--- src/rtl/result_check.sv ---
// result_check: consumer of the check FIFO and the result FIFO.
// Each test vector pops one expected entry {dont_care, expected, vec_addr} and one captured
// DUT word. It compares them under the programmable bitmask and the per-vector don't-care
// mask, counts passes and fails, and writes a 6-word failure record through an Avalon-MM
// write master.
//
// Ports:
//   clock_i, reset_n_i         clock, asynchronous active-low reset
//   clear_i                    one-cycle pulse: counters, record pointer, overflow, bitmask
//   cfifo_*                    check FIFO read side (non-showahead)
//   rfifo_*                    result FIFO read side (non-showahead)
//   sc_cmd_i, sc_data_i        STIM=>CHECK command channel (set bitmask)
//   sc_ready_o, done_o         idle with both FIFOs empty
//   mem_*                      Avalon-MM write master to result memory
//   pass_count_o, fail_count_o saturating counters
//   overflow_o                 sticky: a record was dropped because result memory was full
//
// Build option: define RESULT_CHECK_LOG_ALL_EN to write a record for every vector
// (passing vectors carry pass_flag=1 and mismatch=0).
module result_check #(
    parameter int unsigned ADDR_WIDTH = 20,
    parameter int unsigned DATA_WIDTH = 16,
    parameter int unsigned STF_WIDTH  = 24,
    parameter int unsigned RTF_WIDTH  = 24,
    parameter int unsigned CHF_WIDTH  = RTF_WIDTH + STF_WIDTH + ADDR_WIDTH,
    parameter int unsigned SCC_WIDTH  = 5,
    parameter int unsigned SCD_WIDTH  = 24,
    parameter logic [ADDR_WIDTH-1:0] RES_BASE  = 20'h80000,
    parameter logic [ADDR_WIDTH-1:0] RES_LIMIT = 20'hFFFFF,
    parameter int unsigned CNT_WIDTH  = 16
) (
    input  logic                    clock_i,
    input  logic                    reset_n_i,
    input  logic                    clear_i,
    input  logic [CHF_WIDTH-1:0]    cfifo_data_i,
    output logic                    cfifo_rdreq_o,
    input  logic                    cfifo_rdempty_i,
    input  logic [RTF_WIDTH-1:0]    rfifo_data_i,
    output logic                    rfifo_rdreq_o,
    input  logic                    rfifo_rdempty_i,
    input  logic [SCC_WIDTH-1:0]    sc_cmd_i,
    input  logic [SCD_WIDTH-1:0]    sc_data_i,
    output logic                    sc_ready_o,
    output logic [ADDR_WIDTH-1:0]   mem_address_o,
    output logic [DATA_WIDTH/8-1:0] mem_byteenable_o,
    output logic                    mem_write_o,
    output logic [DATA_WIDTH-1:0]   mem_writedata_o,
    input  logic                    mem_waitrequest_i,
    output logic [CNT_WIDTH-1:0]    pass_count_o,
    output logic [CNT_WIDTH-1:0]    fail_count_o,
    output logic                    overflow_o,
    output logic                    done_o
);

`ifdef RESULT_CHECK_LOG_ALL_EN
    localparam bit LogAll = 1'b1;
`else
    localparam bit LogAll = 1'b0;
`endif

    typedef enum logic [1:0] {StIdle, StFetch, StCompare, StWrite} state_e;

    localparam logic [SCC_WIDTH-1:0] CmdSetBitmask = SCC_WIDTH'(1);
    localparam logic [2:0]           LastWord      = 3'd5;
    localparam logic [CNT_WIDTH-1:0] CntMax        = '1;

    state_e                state_q, state_d;
    logic [2:0]            word_q, word_d;
    logic [ADDR_WIDTH-1:0] ptr_q, ptr_d;
    logic                  clr_ptr_q, clr_ptr_d;
    logic [ADDR_WIDTH-1:0] vec_addr_q, vec_addr_d;
    logic [RTF_WIDTH-1:0]  actual_q, actual_d;
    logic [RTF_WIDTH-1:0]  mismatch_q, mismatch_d;
    logic                  pass_flag_q, pass_flag_d;
    logic [RTF_WIDTH-1:0]  bitmask_q, bitmask_d;
    logic [CNT_WIDTH-1:0]  pass_cnt_q, pass_cnt_d;
    logic [CNT_WIDTH-1:0]  fail_cnt_q, fail_cnt_d;
    logic                  overflow_q, overflow_d;

    // Check-FIFO entry fields, MSB first: {dont_care, expected, vec_addr}.
    logic [RTF_WIDTH-1:0]  chk_dont_care;
    logic [STF_WIDTH-1:0]  chk_expected;
    logic [ADDR_WIDTH-1:0] chk_vec_addr;
    logic [RTF_WIDTH-1:0]  cmp_mismatch;
    logic                  cmp_pass;
    logic                  rec_room;

    assign chk_dont_care = cfifo_data_i[CHF_WIDTH-1 -: RTF_WIDTH];
    assign chk_expected  = cfifo_data_i[ADDR_WIDTH +: STF_WIDTH];
    assign chk_vec_addr  = cfifo_data_i[ADDR_WIDTH-1:0];

    assign cmp_mismatch = (chk_expected ^ rfifo_data_i) & bitmask_q & ~chk_dont_care;
    assign cmp_pass     = (cmp_mismatch == '0);
    // One extra bit so ptr+5 cannot wrap past the top of the address space.
    assign rec_room     = ({1'b0, ptr_q} + (ADDR_WIDTH + 1)'(5)) <= {1'b0, RES_LIMIT};

    always_comb begin
        state_d     = state_q;
        word_d      = word_q;
        ptr_d       = ptr_q;
        clr_ptr_d   = clr_ptr_q;
        vec_addr_d  = vec_addr_q;
        actual_d    = actual_q;
        mismatch_d  = mismatch_q;
        pass_flag_d = pass_flag_q;
        bitmask_d   = bitmask_q;
        pass_cnt_d  = pass_cnt_q;
        fail_cnt_d  = fail_cnt_q;
        overflow_d  = overflow_q;

        unique case (state_q)
            StIdle: begin
                if (!cfifo_rdempty_i && !rfifo_rdempty_i) state_d = StFetch;
            end
            StFetch: begin
                state_d = StCompare;
            end
            StCompare: begin
                vec_addr_d  = chk_vec_addr;
                actual_d    = rfifo_data_i;
                mismatch_d  = cmp_mismatch;
                pass_flag_d = LogAll & cmp_pass;
                if (cmp_pass) begin
                    if (pass_cnt_q != CntMax) pass_cnt_d = pass_cnt_q + 1'b1;
                end else begin
                    if (fail_cnt_q != CntMax) fail_cnt_d = fail_cnt_q + 1'b1;
                end
                state_d = StIdle;
                if (LogAll || !cmp_pass) begin
                    if (rec_room) state_d    = StWrite;
                    else          overflow_d = 1'b1;
                end
            end
            StWrite: begin
                if (!mem_waitrequest_i) begin
                    if (word_q == LastWord) begin
                        word_d    = '0;
                        ptr_d     = clr_ptr_q ? RES_BASE : ptr_q + ADDR_WIDTH'(6);
                        clr_ptr_d = 1'b0;
                        state_d   = StIdle;
                    end else begin
                        word_d = word_q + 3'd1;
                    end
                end
            end
            default: state_d = StIdle;
        endcase

        if (clear_i) begin
            pass_cnt_d = '0;
            fail_cnt_d = '0;
            overflow_d = 1'b0;
            bitmask_d  = '1;
            // A record in flight completes at its old addresses; rewind afterwards.
            if (state_q == StWrite && state_d == StWrite) begin
                clr_ptr_d = 1'b1;
            end else begin
                ptr_d     = RES_BASE;
                clr_ptr_d = 1'b0;
            end
        end

        // The sender does not handshake, so a set is taken on any cycle.
        if (sc_cmd_i == CmdSetBitmask) bitmask_d = RTF_WIDTH'(sc_data_i);
    end

    always_ff @(posedge clock_i or negedge reset_n_i) begin
        if (!reset_n_i) begin
            state_q     <= StIdle;
            word_q      <= '0;
            ptr_q       <= RES_BASE;
            clr_ptr_q   <= 1'b0;
            vec_addr_q  <= '0;
            actual_q    <= '0;
            mismatch_q  <= '0;
            pass_flag_q <= 1'b0;
            bitmask_q   <= '1;
            pass_cnt_q  <= '0;
            fail_cnt_q  <= '0;
            overflow_q  <= 1'b0;
        end else begin
            state_q     <= state_d;
            word_q      <= word_d;
            ptr_q       <= ptr_d;
            clr_ptr_q   <= clr_ptr_d;
            vec_addr_q  <= vec_addr_d;
            actual_q    <= actual_d;
            mismatch_q  <= mismatch_d;
            pass_flag_q <= pass_flag_d;
            bitmask_q   <= bitmask_d;
            pass_cnt_q  <= pass_cnt_d;
            fail_cnt_q  <= fail_cnt_d;
            overflow_q  <= overflow_d;
        end
    end

    // Record word layout; address and data derive only from registers, so they stay
    // stable while the slave stalls.
    always_comb begin
        mem_writedata_o = '0;
        if (state_q == StWrite) begin
            case (word_q)
                3'd0:    mem_writedata_o = vec_addr_q[15:0];
                3'd1:    mem_writedata_o = {pass_flag_q, 11'b0, vec_addr_q[19:16]};
                3'd2:    mem_writedata_o = actual_q[15:0];
                3'd3:    mem_writedata_o = {8'b0, actual_q[23:16]};
                3'd4:    mem_writedata_o = mismatch_q[15:0];
                3'd5:    mem_writedata_o = {8'b0, mismatch_q[23:16]};
                default: mem_writedata_o = '0;
            endcase
        end
    end

    assign mem_address_o    = ptr_q + ADDR_WIDTH'(word_q);
    assign mem_byteenable_o = '1;
    assign mem_write_o      = (state_q == StWrite);
    assign cfifo_rdreq_o    = (state_q == StFetch);
    assign rfifo_rdreq_o    = (state_q == StFetch);
    assign sc_ready_o       = (state_q == StIdle) && cfifo_rdempty_i && rfifo_rdempty_i;
    assign done_o           = (state_q == StIdle) && cfifo_rdempty_i && rfifo_rdempty_i;
    assign pass_count_o     = pass_cnt_q;
    assign fail_count_o     = fail_cnt_q;
    assign overflow_o       = overflow_q;

endmodule

--- config.mk ---
export PLATFORM = sky130hd
export DESIGN_NAME = result_check
export DESIGN_NICKNAME = d
export VERILOG_FILES = /design/src/rtl/result_check.sv
export SDC_FILE = /design/constraint.sdc
export NUM_CORES = 1
export LEC_CHECK = 0
export ABC_AREA = 1
export BUFFER_PORTS_ARGS = -buffer_cell sky130_fd_sc_hd__buf_2
export CORE_MARGIN = 4
export CORE_UTILIZATION = 35
export DETAILED_ROUTE_END_ITERATION = 16
export SYNTH_ARGS = -nofsm -noshare
export SYNTH_HDL_FRONTEND = slang
export SYNTH_SLANG_ARGS = --single-unit
--- constraint.sdc ---
create_clock -name clock_i -period 2.09 [get_ports clock_i]
set_input_delay 0.418 -clock clock_i [delete_from_list [all_inputs] [get_ports clock_i]]
set_output_delay 0.418 -clock clock_i [all_outputs]
set_load 0.02 [all_outputs]
==> impl_metrics.prom, run 1 <==
# TYPE chip_impl_metric gauge
chip_impl_metric{name="worst_pin_slew",unit="ps"} 748
chip_impl_metric{name="power",unit="mW"} 12.8
chip_impl_info{name="critPathKind",value="reg2out"} 1
chip_impl_info{name="yosysTopAreaCell",value="dfrtp_1"} 1
chip_impl_info{name="worst_r2r_startpoint",value="word_q[1]"} 1
chip_impl_metric{name="fp-row-count",unit=""} 57
chip_impl_metric{name="clock_insertion_delay_worst_skew",unit="ps"} 430
chip_impl_metric{name="timing.final.ws_setup",unit="ps"} -523
chip_impl_info{name="tritoncts",value="yes"} 1
chip_impl_metric{name="nFillCells",unit=""} 2370
chip_impl_info{name="synthTopCellsByArea",value="dfrtp_1 36%, nand2_1 11%, dfstp_2 7.4%"} 1
chip_impl_metric{name="timing.reg2reg.worst_path_depth",unit=""} 14
chip_impl_metric{name="sequential_share_of_the_synthesized_area",unit=""} 0.432
chip_impl_metric{name="finalMaxSlewViolations",unit=""} 0
chip_impl_metric{name="whs",unit="ps"} 215
chip_impl_metric{name="num-nets-final",unit=""} 1530
chip_impl_metric{name="drtIter0Drc",unit=""} 399
chip_impl_metric{name="gr-usage-met1",unit=""} 0.259
chip_impl_metric{name="ios",unit=""} 203
chip_impl_info{name="path_delay_family",value="simple AND/OR/NAND/NOR gates"} 1
chip_impl_metric{name="worst_ir_drop_vdd",unit="V"} 0.000617
chip_impl_metric{name="synth_warnings",unit=""} 0
chip_impl_metric{name="critPathArrivalTime",unit="ps"} 2190
chip_impl_metric{name="post-synth-top-area-fraction",unit=""} 0.357
chip_impl_metric{name="cts_max_path_buffers",unit=""} 2
chip_impl_metric{name="reg2reg_setup_slack",unit="ps"} -160
chip_impl_metric{name="cts_inserted_buffers",unit=""} 17
chip_impl_metric{name="h-tree-depth",unit=""} 4
chip_impl_metric{name="syn_area_per_cell",unit="um2"} 7.93
chip_impl_metric{name="fin_worst_skew",unit="ps"} 13.3
chip_impl_info{name="global_route.peak_usage_layer",value="met2"} 1
chip_impl_metric{name="final-hold-violation-count",unit=""} 0
chip_impl_metric{name="detail_route.wirelength",unit="um"} 27400
chip_impl_metric{name="antenna_found_initial",unit=""} 2
chip_impl_metric{name="cap_viol_max_count",unit=""} 0
chip_impl_metric{name="min_delay_path_depth",unit=""} 2
chip_impl_metric{name="die_w",unit="um"} 167
chip_impl_metric{name="via_count",unit=""} 8419
chip_impl_metric{name="drt-vias-per-instance",unit=""} 4.86
chip_impl_metric{name="grt.overflow.total",unit=""} 0
chip_impl_metric{name="synthArstFlopShare",unit=""} 1.00
chip_impl_metric{name="fp.coreArea",unit="um2"} 24500
chip_impl_info{name="startpoint_type",value="register"} 1
chip_impl_info{name="path_cells",value="ha_1 > a21oi_2 > nor2_1 > nor2_1 > buf_4 > nor2_4 > nand3_4 > nor2_4 > xor2_2 > buf_6"} 1
chip_impl_info{name="setup_repair_after_global_routing_missed_its_margin",value="yes"} 1
chip_impl_metric{name="syn_to_final_growth",unit="%"} 41.9
chip_impl_metric{name="mappedNetlistArea",unit="um2"} 8820
chip_impl_metric{name="detail_route.first_pass.iterations",unit=""} 6
chip_impl_metric{name="layout-drive-gt1-share",unit=""} 0.423
chip_impl_metric{name="drcViolationCount",unit=""} 0
chip_impl_metric{name="worst_ep_required_time",unit="ps"} 1670
chip_impl_info{name="hold-path-endpoint",value="vec_addr_q[15]"} 1
chip_impl_metric{name="combined_buffer_and_inverter_count_along_the_critical_path",unit=""} 2
chip_impl_metric{name="post_synth_edffs",unit=""} 0
chip_impl_metric{name="max_stage_delay",unit="ps"} 390
chip_impl_metric{name="antenna_left",unit=""} 0
chip_impl_info{name="critical_path.endpoint_type",value="primary output"} 1
chip_impl_metric{name="pwr_density_cell",unit="nW/um2"} 1020
chip_impl_metric{name="finalSetupViolCount",unit=""} 46
chip_impl_metric{name="io_buffer_count",unit=""} 200
chip_impl_metric{name="track_usage",unit=""} 0.190
chip_impl_metric{name="synthesis.instances",unit=""} 1113
chip_impl_info{name="ctsRootBufferMaster",value="clkbuf_16"} 1
chip_impl_info{name="min_from",value="cfifo_data_i[15]"} 1
chip_impl_metric{name="clkSinkCount",unit=""} 151
chip_impl_metric{name="floorplan.initialDensity",unit=""} 0.360
chip_impl_metric{name="period_utilisation_layout",unit=""} 1.25
chip_impl_metric{name="post-dp-hpwl",unit="um"} 20800
chip_impl_metric{name="gr-usage-met2",unit=""} 0.316
chip_impl_info{name="min_path_type",value="in2reg"} 1
chip_impl_metric{name="synth_seq_cells",unit=""} 151
chip_impl_metric{name="route.detailed.wl_per_inst",unit="um"} 15.8
chip_impl_metric{name="chipHeight",unit="um"} 167
chip_impl_metric{name="pin_count_of_the_biggest_net_entering_global_routing",unit=""} 48
chip_impl_metric{name="timing.max_slew.rel_slack",unit=""} 0.499
chip_impl_info{name="critical_path.slowest_cell",value="dfrtp_1"} 1
chip_impl_metric{name="fp.dieArea",unit="um2"} 27800
chip_impl_metric{name="grt_pass1_vias",unit=""} 8243
chip_impl_metric{name="gpl.final_weighted_congestion",unit=""} 0.913
chip_impl_metric{name="fmaxAchievable",unit="MHz"} 383
chip_impl_info{name="synth_ff_type",value="dfrtp_1"} 1
chip_impl_metric{name="power.leakage",unit="nW"} 5.98
chip_impl_info{name="failed_checks",value="negative setup slack"} 1
chip_impl_info{name="r2r-end",value="ptr_q[15]"} 1
chip_impl_info{name="outcome",value="complete, but fails checks"} 1
chip_impl_metric{name="grt_pass1_wl",unit="um"} 43000
chip_impl_metric{name="final_period_minus_worst_setup_slack",unit="ps"} 2610
chip_impl_metric{name="globalRouteMet3Util",unit=""} 0.0282
chip_impl_metric{name="clkTransAtPathRegs",unit="ps"} 80
chip_impl_metric{name="post_synth_num_cell_types",unit=""} 48
chip_impl_metric{name="crit_path_max_fanout",unit=""} 5
## per-layer routing
metal / share of wire / vias up
met1: 0.45 / 4005
met3: 0.046 / 32
li1: - / 4182
met2: 0.49 / 200
met5: 0 / -
met4: 0.018 / 0
## per-stage QoR
stage | instances | utilization | setup slack [ps] | cell area [um2] | TNS [ps]
final | 1731 | 0.510 | -523 | 12500 | -14300
after global routing | 1731 | 0.510 | -607 | 12500 | -19030
after CTS | 1713 | 0.479 | -509 | 11700 | -11940
after detailed placement | 1675 | 0.440 | -220 | 10800 | -968
after global placement | 1675 | 0.440 | -191 | 10800 | -509
after floorplan | 1114 | - | -22.9 | 8900 | -41.2
## how the worst max path moves through the flow
stage | startpoint | endpoint | slack, ps | cells past startpoint
detailed placement | ptr_q[2] | mem_address_o[19] | -220 | 10
CTS | word_q[1] | mem_address_o[8] | -510 | 10
global placement | ptr_q[2] | mem_address_o[19] | -190 | 10
floorplan | ptr_q[0] | mem_address_o[12] | -20 | 8
global route | word_q[1] | mem_address_o[19] | -610 | 10
finish | ptr_q[1] | mem_address_o[19] | -520 | 10
## power breakdown
group / leakage, nW / internal (mW) / switching (mW)
registers: 1.88 / 3.72 / 0.579
logic: 3.81 / 2.46 / 2.84
clock network: 0.300 / 1.77 / 1.39
total: 5.98 / 7.95 / 4.80
## what timing repair did
item | 4_1_cts | 5_1_grt
pin swaps | 10 | 44
gates cloned | 0 | 1
hold buffers | 1 | 0
resized for setup | 80 | 180
buffers inserted | 5 | 16
endpoints found under the hold margin | 25 | 0
endpoints found under the setup margin | 36 | 57
## cells by family (layout without fill, tap and decap cells)
family,count (synthesis),count (layout),synth area share
mux,40,40,0.0510
buf+inv,158,449,0.0725
simple gates,548,548,0.278
fa+ha+maj,11,11,0.0164
other cells,1,4,0.000425
xor+xnor,53,53,0.0526
flops,151,151,0.432
compound gates,151,151,0.0971
## flip-flops by register name, indices dropped and copies added (netlist names)
signal,flops
mismatch_q,24
pass_count_o,16
actual_q,24
overflow_o,1
state_q,2
word_q,3
clr_ptr_q,1
vec_addr_q,20
ptr_q,20
bitmask_q,24
fail_count_o,16
## layout by cell type (no fill, tap or decap), types with 11 or more instances in the layout
master     netlist  layout
o21ai_1         21      30
inv_2            8      16
buf_2           15     165
nor3_1          15      12
nand2_4          0      13
dfstp_2         25      25
nor2_1         116      95
buf_6            0      45
nand3_1         67      55
nand2_1        264     226
buf_4            7      81
nor2_4           4      19
mux2_2          40      40
xor2_1          49      42
clkbuf_16        0      18
nand3_2          2      12
a21oi_1         41      36
nand2_2          5      30
nor2_2           8      14
or2_2           21      21
inv_1          104      90
o21ai_2          6      11
nand4_1         21      21
dfrtp_1        126     125
o21ai_0         56      41
## synthesized netlist by cell type (2+ instances only)
cell type,n
a22oi_1,4
nand2_1,264
dfrtp_1,126
nand3_1,67
dfstp_2,25
nand3_2,2
o21ai_2,6
o31ai_1,2
ha_1,10
xnor2_1,4
nor3_1,15
a21oi_1,41
buf_1,3
inv_2,8
a211oi_1,2
clkinv_1,2
xor2_1,49
buf_4,7
o21ai_0,56
nand3b_1,5
nor2_4,4
a221oi_1,6
o21ai_1,21
nor2_1,116
or2_0,2
clkbuf_1,18
nor2_2,8
inv_1,104
o211ai_1,2
a41oi_1,5
or2_2,21
mux2_2,40
nor3_2,4
nor4_1,9
buf_2,15
nand4_1,21
nand2_2,5
a31oi_1,4
## cell type report
| cell class | count | area (um2) | share of cell area |
|---|---|---|---|
| tap | 324 | 405 | 0.0324 |
| clock buffer | 19 | 453 | 0.0362 |
| multi-input combinational | 805 | 5070 | 0.405 |
| clock inverter | 13 | 153 | 0.0122 |
| inverter | 114 | 457 | 0.0365 |
| timing repair buffer | 303 | 2170 | 0.173 |
| sequential | 151 | 3810 | 0.304 |
| antenna | 2 | 5.00 | 0.000400 |
No activity file was read; power rests on OpenSTA's default activity.
==> run 2, diff against run 1 <==
CORE_UTILIZATION = 50   (was 35)
PLACE_DENSITY = 0.78   (was default)
==> run 2 against run 1 <==
Compared with the run above: the flow still finishes with violations (negative setup slack); register-to-register slack better by 50 ps; clock power is 3% lower; die area is 29% lower; highest routed layer is now met5.
==> impl_metrics.prom, run 2 (synthesis gave the netlist of run 1 again) <==
# TYPE chip_impl_metric gauge
chip_impl_info{name="outcome",value="complete, but fails checks"} 1
chip_impl_info{name="failed_checks",value="negative setup slack"} 1
chip_impl_info{name="critPathKind",value="reg2out"} 1
chip_impl_metric{name="p_int",unit="mW"} 7.67
chip_impl_info{name="final_cell_mix",value="246 x nand2_1, 165 x buf_2, 123 x dfrtp_1"} 1
chip_impl_metric{name="io_buffer_count",unit=""} 200
chip_impl_info{name="path_delay_family",value="adder cells"} 1
chip_impl_metric{name="chipHeight",unit="um"} 141
chip_impl_metric{name="critPathArrivalTime",unit="ps"} 2190
chip_impl_metric{name="drt-vias-per-instance",unit=""} 5.36
chip_impl_metric{name="finalMaxSlewViolations",unit=""} 0
chip_impl_info{name="tritoncts",value="yes"} 1
chip_impl_metric{name="detail_route.wirelength",unit="um"} 26800
chip_impl_metric{name="grt_pass1_wl",unit="um"} 41800
chip_impl_metric{name="fp.dieArea",unit="um2"} 19800
chip_impl_metric{name="syn_to_final_growth",unit="%"} 35.1
chip_impl_metric{name="nFillCells",unit=""} 1372
chip_impl_metric{name="final_period_minus_worst_setup_slack",unit="ps"} 2610
chip_impl_metric{name="num-nets-final",unit=""} 1510
chip_impl_metric{name="die_w",unit="um"} 141
chip_impl_metric{name="worst_ir_drop_vdd",unit="V"} 0.000850
chip_impl_info{name="ctsRootBufferMaster",value="clkbuf_16"} 1
chip_impl_info{name="setup_repair_after_global_routing_missed_its_margin",value="yes"} 1
chip_impl_metric{name="sw_frac_of_total",unit=""} 0.369
chip_impl_metric{name="finalSetupViolCount",unit=""} 38
chip_impl_metric{name="whs",unit="ps"} 225
chip_impl_metric{name="clock_insertion_delay_worst_skew",unit="ps"} 420
chip_impl_metric{name="pwr_density_cell",unit="nW/um2"} 1020
chip_impl_info{name="startpoint_type",value="register"} 1
chip_impl_metric{name="dpl_cell_area",unit="um2"} 10600
chip_impl_metric{name="combined_buffer_and_inverter_count_along_the_critical_path",unit=""} 3
chip_impl_metric{name="power",unit="mW"} 12.2
chip_impl_metric{name="drcViolationCount",unit=""} 0
chip_impl_metric{name="track_usage",unit=""} 0.263
chip_impl_metric{name="crit_path_max_fanout",unit=""} 4
chip_impl_metric{name="drtIter0Drc",unit=""} 606
chip_impl_metric{name="floorplan.initialDensity",unit=""} 0.510
chip_impl_metric{name="h-tree-depth",unit=""} 4
chip_impl_metric{name="worst_ep_required_time",unit="ps"} 1670
chip_impl_metric{name="post-dp-hpwl",unit="um"} 19700
chip_impl_metric{name="power.net_switching",unit="mW"} 4.49
chip_impl_metric{name="power.leakage",unit="nW"} 5.78
chip_impl_metric{name="grt_pass1_vias",unit=""} 8294
chip_impl_metric{name="worst_pin_slew",unit="ps"} 750
chip_impl_metric{name="timing.final.ws_setup",unit="ps"} -515
chip_impl_metric{name="fin_worst_skew",unit="ps"} 8.45
chip_impl_metric{name="detail_route.first_pass.iterations",unit=""} 6
chip_impl_metric{name="clkTransAtPathRegs",unit="ps"} 60
chip_impl_metric{name="clkSinkCount",unit=""} 151
chip_impl_info{name="critical_path.slowest_cell",value="dfrtp_1"} 1
chip_impl_metric{name="layout-drive-gt1-share",unit=""} 0.386
chip_impl_info{name="min_path_type",value="in2reg"} 1
chip_impl_metric{name="grt.overflow.total",unit=""} 0
chip_impl_metric{name="max_stage_delay",unit="ps"} 380
chip_impl_metric{name="antenna_found_initial",unit=""} 3
chip_impl_metric{name="pin_count_of_the_biggest_net_entering_global_routing",unit=""} 48
chip_impl_metric{name="seq_power_share",unit=""} 0.350
chip_impl_metric{name="ios",unit=""} 203
chip_impl_metric{name="gpl.final_weighted_congestion",unit=""} 0.967
chip_impl_metric{name="fp.coreArea",unit="um2"} 17300
chip_impl_info{name="layout.cells.most_common",value="nand2_1"} 1
chip_impl_metric{name="post-place-ws",unit="ps"} -163
chip_impl_metric{name="share_clk_of_total_power",unit=""} 0.252
chip_impl_metric{name="antenna_left",unit=""} 0
chip_impl_metric{name="power.share.combinational",unit=""} 0.399
chip_impl_info{name="path_cells",value="ha_2 > inv_2 > fa_2 > nor2_4 > o21ai_4 > inv_2 > nand2_4 > nor2_4 > xor2_2 > buf_6"} 1
chip_impl_metric{name="setup_total_negative_slack",unit="ps"} -12160
chip_impl_metric{name="cap_viol_max_count",unit=""} 0
chip_impl_metric{name="period_utilisation_layout",unit=""} 1.25
chip_impl_info{name="critical_path.endpoint_type",value="primary output"} 1
chip_impl_metric{name="fp-row-count",unit=""} 48
chip_impl_metric{name="fmaxAchievable",unit="MHz"} 384
chip_impl_metric{name="route.detailed.wl_per_inst",unit="um"} 16.6
chip_impl_metric{name="cts_inserted_buffers",unit=""} 17
chip_impl_metric{name="final-hold-violation-count",unit=""} 0
chip_impl_metric{name="cts_max_path_buffers",unit=""} 2
chip_impl_info{name="largest_registers_in_the_final_layout",value="actual_q x24, bitmask_q x24, mismatch_q x24"} 1
chip_impl_metric{name="via_count",unit=""} 8635
chip_impl_metric{name="postLayoutCellArea",unit="um2"} 11900
chip_impl_metric{name="timing.max_slew.rel_slack",unit=""} 0.499
## run 2: changes by cell type in the layout (fill, tap and decap cells not counted), sizes merged
cell	before	now
buf	301	282
clkinv	8	5
inv	118	120
## run 2: per-layer routing
layer	GRT usage	up-vias	wire (um)	share of wire
met4	0.0999	2	767	0.029
met1	0.342	4122	11300	0.42
met5	0	-	12	0.00045
li1	-	4136	-	-
met2	0.442	320	13300	0.49
met3	0.0451	55	1500	0.056
## run 2: through the flow
stage          std cells   util
6_report            1612  0.689
5_1_grt             1612  0.689
4_1_cts             1601  0.669
3_5_place_dp        1560  0.610
3_3_place_gp        1560  0.610
2_1_floorplan       1114      -
## run 2: timing repair
action / CTS / global route
setup endpoints to repair: 37 / 46
endpoints found under the hold margin: 32 / 0
setup buffers: 8 / 9
hold buffers: 1 / 0
pin swaps: 7 / 9
gates resized for setup: 105 / 76
## run 2: final cells by class
class / instances / area (um2) / area share
sequential: 151 / 3810 / 0.320
clock buffer: 20 / 478 / 0.0401
multi-input combinational: 805 / 4850 / 0.407
inverter: 114 / 444 / 0.0373
antenna: 2 / 5.00 / 0.000420
tap: 225 / 282 / 0.0236
timing repair buffer: 283 / 1940 / 0.163
clock inverter: 12 / 109 / 0.00913
## run 2: final timing paths
check | depth (start not counted) | startpoint | slack [ps] | endpoint
worst max-delay path | 10 | ptr_q[0] | -520 | mem_address_o[16]
worst min-delay path | 3 | sc_data_i[13] | 220 | bitmask_q[13]
worst max register to register | 17 | ptr_q[0] | -110 | overflow_o
worst min register to register | 2 | bitmask_q[17] | 480 | bitmask_q[17]
max in group asynchronous | 3 | reset_n_i | 970 | bitmask_q[8]
min in group asynchronous | 2 | reset_n_i | 470 | vec_addr_q[13]
## run 2: power groups by stage
stage | clock (mW) | sequential (mW) | combinational (mW)
finish | 3.06 | 4.25 | 4.85
global route | 3.23 | 4.35 | 5.23
CTS | 3.10 | 4.22 | 4.60
detailed placement | 0 | 4.21 | 4.07
global placement | 0 | 4.17 | 3.97
floorplan | 0 | 4.15 | 2.56
## run 2: tightest hold or removal path, stage by stage
cell and delay [ps]:
buf_2 100, nor2_1 90, a21oi_1 40
